==> config.mk <==
export PLATFORM = sky130hd
export DESIGN_NAME = button_event_gen
export DESIGN_NICKNAME = d
export VERILOG_FILES = /design/src/rtl/button_pkg.sv /design/src/rtl/edge_detect.sv /design/src/rtl/button_event_gen.sv
export SDC_FILE = /design/constraint.sdc
export NUM_CORES = 1
export LEC_CHECK = 0
export BUFFER_PORTS_ARGS = -buffer_cell sky130_fd_sc_hd__buf_2
export CORE_MARGIN = 5
export CORE_UTILIZATION = 49
export CTS_BUF_LIST = sky130_fd_sc_hd__clkbuf_8
export DETAILED_ROUTE_END_ITERATION = 6
export PLACE_DENSITY_LB_ADDON = 0.12
export SETUP_SLACK_MARGIN = 0.02
export SLEW_MARGIN = 25
export SYNTH_ARGS = -nofsm -noshare
export SYNTH_HDL_FRONTEND = slang
export SYNTH_SLANG_ARGS = --single-unit
==> constraint.sdc <==
create_clock -name clk -period 2.1 [get_ports clk]
set_input_delay 0.42 -clock clk [delete_from_list [all_inputs] [get_ports clk]]
set_output_delay 0.42 -clock clk [all_outputs]
set_load 0.005 [all_outputs]
==> src/rtl/button_pkg.sv <==
// Shared types and defaults for the button event generator.
package button_pkg;

  typedef enum logic [1:0] {
    IDLE    = 2'd0,
    PRESSED = 2'd1,
    LONG    = 2'd2
  } btn_state_t;

  localparam int LONG_MS_DEF   = 1000;
  localparam int REPEAT_MS_DEF = 200;

endpackage

==> src/rtl/edge_detect.sv <==
// Registers the debounced level and flags its rising and falling edges.
module edge_detect (
  input  logic clk,
  input  logic rst,
  input  logic level,
  output logic rise,
  output logic fall
);

  logic btn_d;

  always_ff @(posedge clk or negedge rst) begin
    if (!rst) begin
      btn_d <= 1'b0;
    end else begin
      btn_d <= level;
    end
  end

  assign rise = level & ~btn_d;
  assign fall = ~level & btn_d;

endmodule

==> src/rtl/button_event_gen.sv <==
// Turns a debounced button level plus a 1 ms strobe into press, short-release,
// long-press and auto-repeat one-clock events.
module button_event_gen
  import button_pkg::*;
#(
  parameter int LONG_MS   = LONG_MS_DEF,
  parameter int REPEAT_MS = REPEAT_MS_DEF,
  parameter int CNT_W     = 11
) (
  input  logic       clk,
  input  logic       rst,
  input  logic       tick,
  input  logic       btn_level,
  output logic       press_pulse,
  output logic       short_pulse,
  output logic       long_pulse,
  output logic       repeat_pulse,
  output logic       held,
  output btn_state_t state_dbg
);

  localparam logic [CNT_W-1:0] LONG_TERM   = CNT_W'(LONG_MS - 1);
  localparam logic [CNT_W-1:0] REPEAT_TERM = CNT_W'(REPEAT_MS - 1);

  btn_state_t       state, state_nxt;
  logic [CNT_W-1:0] cnt, cnt_nxt;
  logic             rise, fall;
  logic             press_nxt, short_nxt, long_nxt, repeat_nxt, held_nxt;

  edge_detect u_edge (
    .clk   (clk),
    .rst   (rst),
    .level (btn_level),
    .rise  (rise),
    .fall  (fall)
  );

  always_ff @(posedge clk or negedge rst) begin
    if (!rst) begin
      state        <= IDLE;
      cnt          <= '0;
      press_pulse  <= 1'b0;
      short_pulse  <= 1'b0;
      long_pulse   <= 1'b0;
      repeat_pulse <= 1'b0;
      held         <= 1'b0;
    end else begin
      state        <= state_nxt;
      cnt          <= cnt_nxt;
      press_pulse  <= press_nxt;
      short_pulse  <= short_nxt;
      long_pulse   <= long_nxt;
      repeat_pulse <= repeat_nxt;
      held         <= held_nxt;
    end
  end

  // A release always beats a coincident terminal tick.
  always_comb begin
    state_nxt  = state;
    cnt_nxt    = cnt;
    press_nxt  = 1'b0;
    short_nxt  = 1'b0;
    long_nxt   = 1'b0;
    repeat_nxt = 1'b0;
    case (state)
      IDLE: begin
        cnt_nxt = '0;
        if (rise) begin
          state_nxt = PRESSED;
          press_nxt = 1'b1;
        end
      end
      PRESSED: begin
        if (fall) begin
          state_nxt = IDLE;
          short_nxt = 1'b1;
          cnt_nxt   = '0;
        end else if (tick && cnt == LONG_TERM) begin
          state_nxt = LONG;
          long_nxt  = 1'b1;
          cnt_nxt   = '0;
        end else if (tick) begin
          cnt_nxt = cnt + CNT_W'(1);
        end
      end
      LONG: begin
        if (fall) begin
          state_nxt = IDLE;
          cnt_nxt   = '0;
        end else if (tick && cnt == REPEAT_TERM) begin
          repeat_nxt = 1'b1;
          cnt_nxt    = '0;
        end else if (tick) begin
          cnt_nxt = cnt + CNT_W'(1);
        end
      end
      default: begin
        state_nxt = IDLE;
        cnt_nxt   = '0;
      end
    endcase
    held_nxt = (state_nxt == PRESSED) || (state_nxt == LONG);
  end

  assign state_dbg = state;

endmodule

Yosys cells after proc, flatten, opt, wreduce, memory -nomap -nowiden
Cells that the tools add are included.
{"block": "classes", "mux": 21, "reduce_logical": 4, "addsub": 1, "bitwise": 4, "eq_ne": 6}
{"operator": "2-to-1 mux 11 bit", "n": 5}
{"operator": "one-hot mux 11 bit (2 select lines)", "n": 1}
{"operator": "adder 11 x 1 -> 11 bit, second input constant", "n": 1}
{"operator": "== test 11 x 10 -> 1 bit, second input constant", "n": 1}
{"operator": "== test 11 x 8 -> 1 bit, second input constant", "n": 1}
{"operator": "2-to-1 mux 1 bit", "n": 10}
{"operator": "2-to-1 mux 2 bit", "n": 4}
{"operator": "one-hot mux 2 bit (3 select lines)", "n": 1}
{"operator": "== test 2 x 1 -> 1 bit, second input constant", "n": 2}
{"operator": "== test 2 bit, second input constant", "n": 2}
{"operator": "AND 1 bit", "n": 2}
{"operator": "logical AND 1 bit", "n": 2}
{"operator": "zero test 2 bit", "n": 1}
{"operator": "NOT 1 bit", "n": 2}
{"operator": "logical OR 1 bit", "n": 1}
{"block": "word_totals", "wordCells": 44, "ff_bits": 19, "output_inout_bits": 7, "input_bits": 4}

Depth between registers and ports, before layout
Gate-level depths: netlist (run 1).
{"block": "logic_depth", "depth_word": 7, "ltp_mapped": 7, "mapped_depth_nobuf": 7}

Hierarchy
A second synthesis (run 1) with hierarchy kept.
{"block": "unflattened", "cells_unflattened": 102, "hier_area_um2": 1024.7}
{"module": "button_event_gen", "cells_per_inst": 99, "seq_area_each_um2": 450.4, "area_per_inst_um2": 984.7, "instances": 1}
{"module": "edge_detect", "cells_per_inst": 3, "seq_area_each_um2": 25.0, "area_per_inst_um2": 40.0, "instances": 1}

Worst setup path before layout (run 1)
Ideal clock, no wire load.
{"block": "synth_timing", "path_type": "reg-to-reg", "start": "reg cnt[3]", "end": "reg cnt[10]", "path_slack_ns": 0.602, "path_stages_with_launch": 7, "path_buffers": 1, "required_ns": 1.981, "period_less_slack_ns": 1.498, "t_arrival_ns": 1.380, "setup_time_ns": 0.119, "cell_sequence": "dfrtp_1 > nor4b_4 > nand4_2 > a22o_1 > nand3_2 > buf_6 > nor2_1"}
{"block": "synth_via", "elab_chain_cells": 5, "elab_cells_between_ends": 11, "classes_between": "add/sub: 1; eq/ne: 2; mux: 6; reduce/logical: 2"}
{"item": "start: declaration", "line": "button_event_gen.sv:26", "text": "logic [CNT_W-1:0] cnt, cnt_nxt;"}
{"item": "start signal: assignment", "line": "button_event_gen.sv:49", "text": "cnt <= cnt_nxt;"}
{"item": "adder 11 x 1 -> 11 bit (tied with other cells)", "line": "button_event_gen.sv:84, button_event_gen.sv:95"}
{"item": "2-to-1 mux 11 bit (tied with other cells)", "line": "button_event_gen.sv:83, button_event_gen.sv:94"}
{"item": "2-to-1 mux 11 bit, on equally long branches", "line": "button_event_gen.sv:91, button_event_gen.sv:79"}
{"item": "2-to-1 mux 11 bit, on equally long branches", "line": "button_event_gen.sv:88, button_event_gen.sv:75"}
{"item": "one-hot mux 11 bit (2 select lines) (*)", "line": "button_event_gen.sv:66", "text": "case (state)"}
{"item": "via cnt_nxt[10]", "line": "button_event_gen.sv:26"}
The timed path passes the listed nets; every way through them passes the cells marked *.

Final worst setup path (run 1)
{"block": "layout_timing", "start": "reg cnt[0]", "end": "reg held"}
{"block": "layout_via", "elab_chain_cells": 7, "elab_cells_between_ends": 8, "classes_between": "eq/ne: 3; mux: 3; reduce/logical: 2"}
{"item": "== test 11 x 10 -> 1 bit (*)", "line": "button_event_gen.sv:79", "text": "end else if (tick && cnt == LONG_TERM) begin"}
{"item": "logical AND 1 bit (*)", "line": "button_event_gen.sv:79"}
{"item": "2-to-1 mux 2 bit (*)", "line": "button_event_gen.sv:79"}
{"item": "2-to-1 mux 2 bit (*)", "line": "button_event_gen.sv:75", "text": "if (fall) begin"}
{"item": "one-hot mux 2 bit (3 select lines) (*)", "line": "button_event_gen.sv:66"}
{"item": "via state_nxt[0]", "line": "button_event_gen.sv:25", "text": "btn_state_t state, state_nxt;"}
{"item": "== test 2 x 1 -> 1 bit or == test 2 bit (tied branches)", "line": "button_event_gen.sv:103", "text": "held_nxt = (state_nxt == PRESSED) || (state_nxt == LONG);"}
{"item": "logical OR 1 bit (*)", "line": "button_event_gen.sv:103"}
{"item": "via held_nxt", "line": "button_event_gen.sv:28", "text": "logic press_nxt, short_nxt, long_nxt, repeat_nxt, held_nxt;"}
{"item": "end signal: assignment", "line": "button_event_gen.sv:54", "text": "held <= held_nxt;"}
{"item": "end: declaration", "line": "button_event_gen.sv:18", "text": "output logic held,"}
Marked as above.

==> metrics.csv, run 1 <==
metric;value;unit
status;completed;
PostCTS Resize Cnt;0;
Total GRT Usage;0.1294;
YS warnings;0;
crit end category;flop;
die area;2953;µm²
final period utilization;0.7893;
syn avg cell area;10.59;µm²
DP Wirelength;1219;µm
overall power;0.0008180;W
CTS Hold Bufs;0;
Worst slew margin;0.7246;
synthesized flop and latch total;19;
CP startpoint;cnt[0]$_DFF_PN0_;
Worst Reg-to-Reg Cells;6;
wire per inst;11.97;µm
clock-pin transition on the worst setup and hold timing paths;60;ps
minimum clock period;1657;ps
DP Worst Slack;482.2;ps
initial antenna violation count;0;
R2R Setup Slk;440;ps
Comb power frac;0.211;
critical path class;reg -> reg;
clk buf depth;2;
Netlist cell types;27;
MaxCap Viol Count;0;
worst path arrival time;1820;ps
Buffers on Ports;10;
final hold vios;0;
layout cells sized above 1;0.1923;
cell area power density;756.7;nW/µm²
setup bufs post-CTS;0;
setup ws final;442.5;ps
Setup violations, final;0;
Die W;54.34;µm
RSZ-0062 raised after global routing;no;
internal power;0.0005936;W
Initial DRC Count;12;
Switching Fraction;0.2742;
clock sink count;19;
most frequent cells in the layout;dfrtp_1 (19), nor2_1 (18), buf_2 (10);
r2r endpoint;held$_DFF_PN0_;
Post-Syn Area;963.4;µm²
GRT overflow;0;
WL final;1568;µm
via total after detailed routing;672;
maximum clock rate;603.3;MHz
n_diodes;0;
Slew Viols, Final;0;
TNS Setup;0;ps
CTS H-tree lvls;1;
via/cell ratio;5.130;
Num CTS Buffers;3;
vias in the first global route;621;
Mapped Nets;100;
largest net degree at the start of global routing;20;
Final Wtd Congestion;0.7794;
clock latency on the worst-skew pair;240;ps
# rows;16;
most common cell after layout, fill and taps aside;dfrtp_1;
Worst EP required;2260;ps
peak supply drop;0.0004596;V
height of the die;54.34;µm
DRT Pass-1 Iters;4;
area growth from synthesis to layout;12.21;%
startpoint types;flop;
CTS tree;built;
Initial Utilization;0.5013;
Min-Delay Path Class;in -> async;
post-route DRC violation count;0;
Flop pwr share;0.503;
Seq/Total Area, Yosys;0.4935;
clock skew;0.8540;ps
Worst-Margin Slew;413.2;ps
ANT nets after route;0;
Core Area;1922;µm²
reg2reg start;cnt[0]$_DFF_PN0_;
leakage;0.4910;nW
Clk network pwr share;0.286;
NetSw;0.0002243;W
Worst Setup EP;held$_DFF_PN0_;
critical path fanouts, max;4;
first-pass GRT wire length;2773;µm
CTS Root Cell;clkbuf_8;
Top-Level Pins;11;
fin nets;114;
post-layout util;0.5625;
Synth Instances;91;
## cells in the mapped netlist (all sizes together)
library cell	n	area (µm²)
nor4bb	1	10.01
nor3	1	10.01
a22o	1	8.760
mux2i	2	20.02
nand2b	3	18.77
buf	1	11.26
o22ai	1	6.260
nor2	18	67.56
a31oi	1	6.260
a211oi	1	7.510
nand4	4	31.28
and4	1	10.01
inv	5	18.77
and2	1	7.510
nand2	6	22.52
nor4b	1	23.77
nand3	5	30.03
o21bai	1	7.510
o21ai	1	5.000
ha	5	62.56
or2	1	6.260
dfrtp	19	475.5
xor2	5	43.79
nand4b	1	8.760
xnor2	5	43.79
## kinds of logic (layout without fill, tap and decap cells)
| kind of cell | Yosys count | after routing | share of synthesized area |
|---|---|---|---|
| AND/OR/NAND/NOR | 43 | 43 | 0.2558 |
| flip-flops | 19 | 19 | 0.4935 |
| XOR/XNOR | 10 | 10 | 0.09090 |
| AO/OA/AOI/OAI | 6 | 6 | 0.04287 |
| buffers and inverters | 6 | 19 | 0.03117 |
| adder cells (fa/ha/maj) | 5 | 5 | 0.06494 |
| multiplexers | 2 | 2 | 0.02078 |
## critical path, stage by stage, from the launching register on
cell,delay (ps)
dfrtp_1,420
ha_1,220
and2_2,210
nand4_2,120
nand3_1,100
a31oi_1,280
mux2i_1,240
## registers in the layout (all words and copies together) (netlist names)
name	flops
cnt	11
state_dbg	2
held	1
long_pulse	1
press_pulse	1
repeat_pulse	1
short_pulse	1
u_edge.btn_d	1
## worst min-delay path by stage
stage / startpoint / endpoint / slack [ps] / cells after the start
after CTS: rst / repeat_pulse$_DFF_PN0_ / 110 / 1
after global routing: rst / long_pulse$_DFF_PN0_ / 130 / 1
after floorplan: rst / cnt[0]$_DFF_PN0_ / 120 / 0
final: rst / cnt[1]$_DFF_PN0_ / 100 / 1
after detailed placement: rst / cnt[2]$_DFF_PN0_ / 380 / 1
after global placement: rst / cnt[5]$_DFF_PN0_ / 370 / 1
## power groups by stage
stage	registers (W)	clock network, W	logic, W
6_report	0.000412	0.000234	0.000172
5_1_grt	0.000417	0.000260	0.000197
4_1_cts	0.000411	0.000244	0.000174
3_5_place_dp	0.000417	0	0.000173
3_3_place_gp	0.000417	0	0.000169
2_1_floorplan	0.000420	0	0.000121
## metal layers
layer / routed length [µm] / track usage / vias to the layer above
met1: 785 / 0.1902 / 325
met3: 78 / 0.02452 / 2
li1: - / - / 332
met2: 697 / 0.1912 / 13
met4: 7 / 0.03734 / 0
met5: 0 / 0 / -
## stage by stage
step / area [µm²] / hold WS, ps / instances
global placement: 1036 / 371.7 / 127
detailed placement: 1036 / 378.6 / 127
finish: 1081 / 100.9 / 131
floorplan: 963.4 / 124.4 / 91
global route: 1081 / 133.5 / 131
CTS: 1081 / 111.2 / 131
## layout make-up
cell class | count | area, µm²
Tap cell | 27 | 33.78
Inverter | 5 | 18.77
Clock inverter | 1 | 3.754
Multi-Input combinational cell | 66 | 457.9
Fill cell | 176 | 840.8
Sequential cell | 19 | 475.5
Clock buffer | 3 | 41.29
Timing Repair Buffer | 10 | 50.05
(Power assumes the default switching activity.)
==> run 2, diff against run 1 <==
Clock period 2.1 ns to 1.55 ns, I/O delays scaled along.
==> run 2 against run 1 <==
Compared with the run above:
- cell area rose by 13%
- sequential share of layout area down 5.0 points
- largest cell class is now multi-input combinational cells
- sequential cell count is the same
- via count grew 8.2%
- core utilization is 7.2 points higher
- worst setup slack got worse by 410 ps
- die area did not move
==> metrics.csv, run 2 (same netlist as run 1, synthesis figures left out) <==
metric;value;unit
Flop pwr share;0.441;
vias in the first global route;703;
final hold vios;0;
final period utilization;0.9803;
die area;2953;µm²
minimum clock period;1519;ps
Core Area;1922;µm²
peak supply drop;0.0005813;V
max FFs per register;11;
NetSw;0.0003733;W
startpoint types;flop;
CTS tree;built;
area growth from synthesis to layout;26.62;%
n_diodes;0;
clock-pin transition on the worst setup and hold timing paths;70;ps
Initial DRC Count;7;
post-route DRC violation count;0;
TNS Setup;0;ps
height of the die;54.34;µm
GRT overflow;0;
ordered cell list for the critical path;nor4b_4 -> nand4_2 -> a22o_4 -> nand3_2 -> nor2_1;
WL final;1874;µm
critical path's largest stage delay;410;ps
Switching Fraction;0.3024;
most frequent cells in the layout;dfrtp_1 (19), nor2_1 (13), buf_4 (11);
reg2reg start;cnt[3]$_DFF_PN0_;
via/cell ratio;5.049;
Slowest-stage cell, CP;dfrtp_1;
via total after detailed routing;727;
RSZ-0062 raised after global routing;yes;
initial antenna violation count;0;
Worst Min Path Start;btn_level;
Top-Level Pins;11;
wire per inst;13.01;µm
Num CTS Buffers;3;
DP Worst Slack;-50.42;ps
Initial Utilization;0.5013;
placed cell count;138;
CTS H-tree lvls;1;
MaxCap Viol Count;0;
critical path fanouts, max;5;
largest net degree at the start of global routing;20;
Die W;54.34;µm
clock sink count;19;
Setup violations, final;0;
Clk network pwr share;0.276;
most common cell after layout, fill and taps aside;dfrtp_1;
ANT nets after route;0;
internal power;0.0008612;W
layout cells sized above 1;0.3419;
Buffers on Ports;10;
cell area power density;1012;nW/µm²
setup ws final;30.57;ps
clock skew;3.843;ps
status;completed;
DRT Pass-1 Iters;4;
register bank with the most flops;cnt;
Comb power frac;0.283;
# rows;16;
post-layout util;0.6348;
DP Wirelength;1290;µm
Total GRT Usage;0.1446;
WP buf/inv;0;
worst hold margin;184.5;ps
Final Wtd Congestion;0.7761;
CTS Root Cell;clkbuf_8;
maximum clock rate;658.1;MHz
leakage;0.5592;nW
clk buf depth;2;
worst path arrival time;1660;ps
Layout Cells excl Fill;144;
family with the most delay on the worst path;simple AND/OR/NAND/NOR gates;
critical path class;reg -> reg;
clock latency on the worst-skew pair;250;ps
fin nets;127;
crit end category;flop;
Worst-Margin Slew;417.7;ps
Worst EP required;1690;ps
setup bufs post-CTS;0;
first-pass GRT wire length;3022;µm
Worst slew margin;0.7216;
CP startpoint;cnt[3]$_DFF_PN0_;
Slew Viols, Final;0;
Min-Delay Path Class;in -> reg;
[run 2: cell types whose count changed in the layout (fill, tap and decap cells not counted), sizes merged]
cell         previous run  this run
buf                    10        21
clkinv                  0         1
dlygate4sd3             0         1
inv                     6         5
nand3                   5         6
[run 2: worst paths after layout]
path                                           to  slack [ps]  cells after the start
hold reg to reg             press_pulse$_DFF_PN0_         570                      2
max in group asynchronous        cnt[7]$_DFF_PN0_         730                      2
hold / removal             u_edge.btn_d$_DFF_PN0_         180                      1
setup / recovery                 cnt[7]$_DFF_PN0_          30                      5
min in group asynchronous        cnt[3]$_DFF_PN0_         530                      2
setup reg to reg                 cnt[7]$_DFF_PN0_          30                      5
[run 2: cell type report]
type                            count  area, µm²
Timing Repair Buffer               22      142.6
Multi-Input combinational cell     67      503.0
Clock inverter                      1      5.005
Tap cell                           27      33.78
Inverter                            5      18.77
Clock buffer                        3      41.29
Fill cell                         164      701.9
Sequential cell                    19      475.5
[run 2: metrics by stage]
stage,cell area (µm²),total power (W)
3_3_place_gp,1119,0.0008213
2_1_floorplan,963.4,0.0007319
4_1_cts,1207,0.001234
3_5_place_dp,1119,0.0008200
5_1_grt,1220,0.001301
6_report,1220,0.001235
[run 2: power by group through the flow]
stage | registers (W) | clock network (W) | logic, W
6_report | 0.000545 | 0.000341 | 0.000349
5_1_grt | 0.000547 | 0.000368 | 0.000387
4_1_cts | 0.000544 | 0.000351 | 0.000339
3_5_place_dp | 0.000552 | 0 | 0.000268
3_3_place_gp | 0.000555 | 0 | 0.000266
2_1_floorplan | 0.000568 | 0 | 0.000163
[run 2: timing repair]
item                                    in CTS  in global routing
hold buffers                                 1                  0
endpoints found under the hold margin       13                  0
endpoints found under the setup margin      12                 12
gates resized for setup                      3                  5
pin swaps                                    4                  4
gates cloned                                 1                  0
[run 2: worst register-to-register path: cells and delay by family, from the launching register on]
kind / cells / cell delay [ps]
AO/OA/AOI/OAI: 1 / 310
flip-flops: 1 / 410
AND/OR/NAND/NOR: 4 / 700
[run 2: routing by layer]
layer	share of wire	global-route usage	vias to the layer above
li1	-	-	360
met1	0.51	0.2034	358
met2	0.45	0.2171	7
met3	0.029	0.02452	2
met4	0.0059	0.06224	0
met5	0	0	-
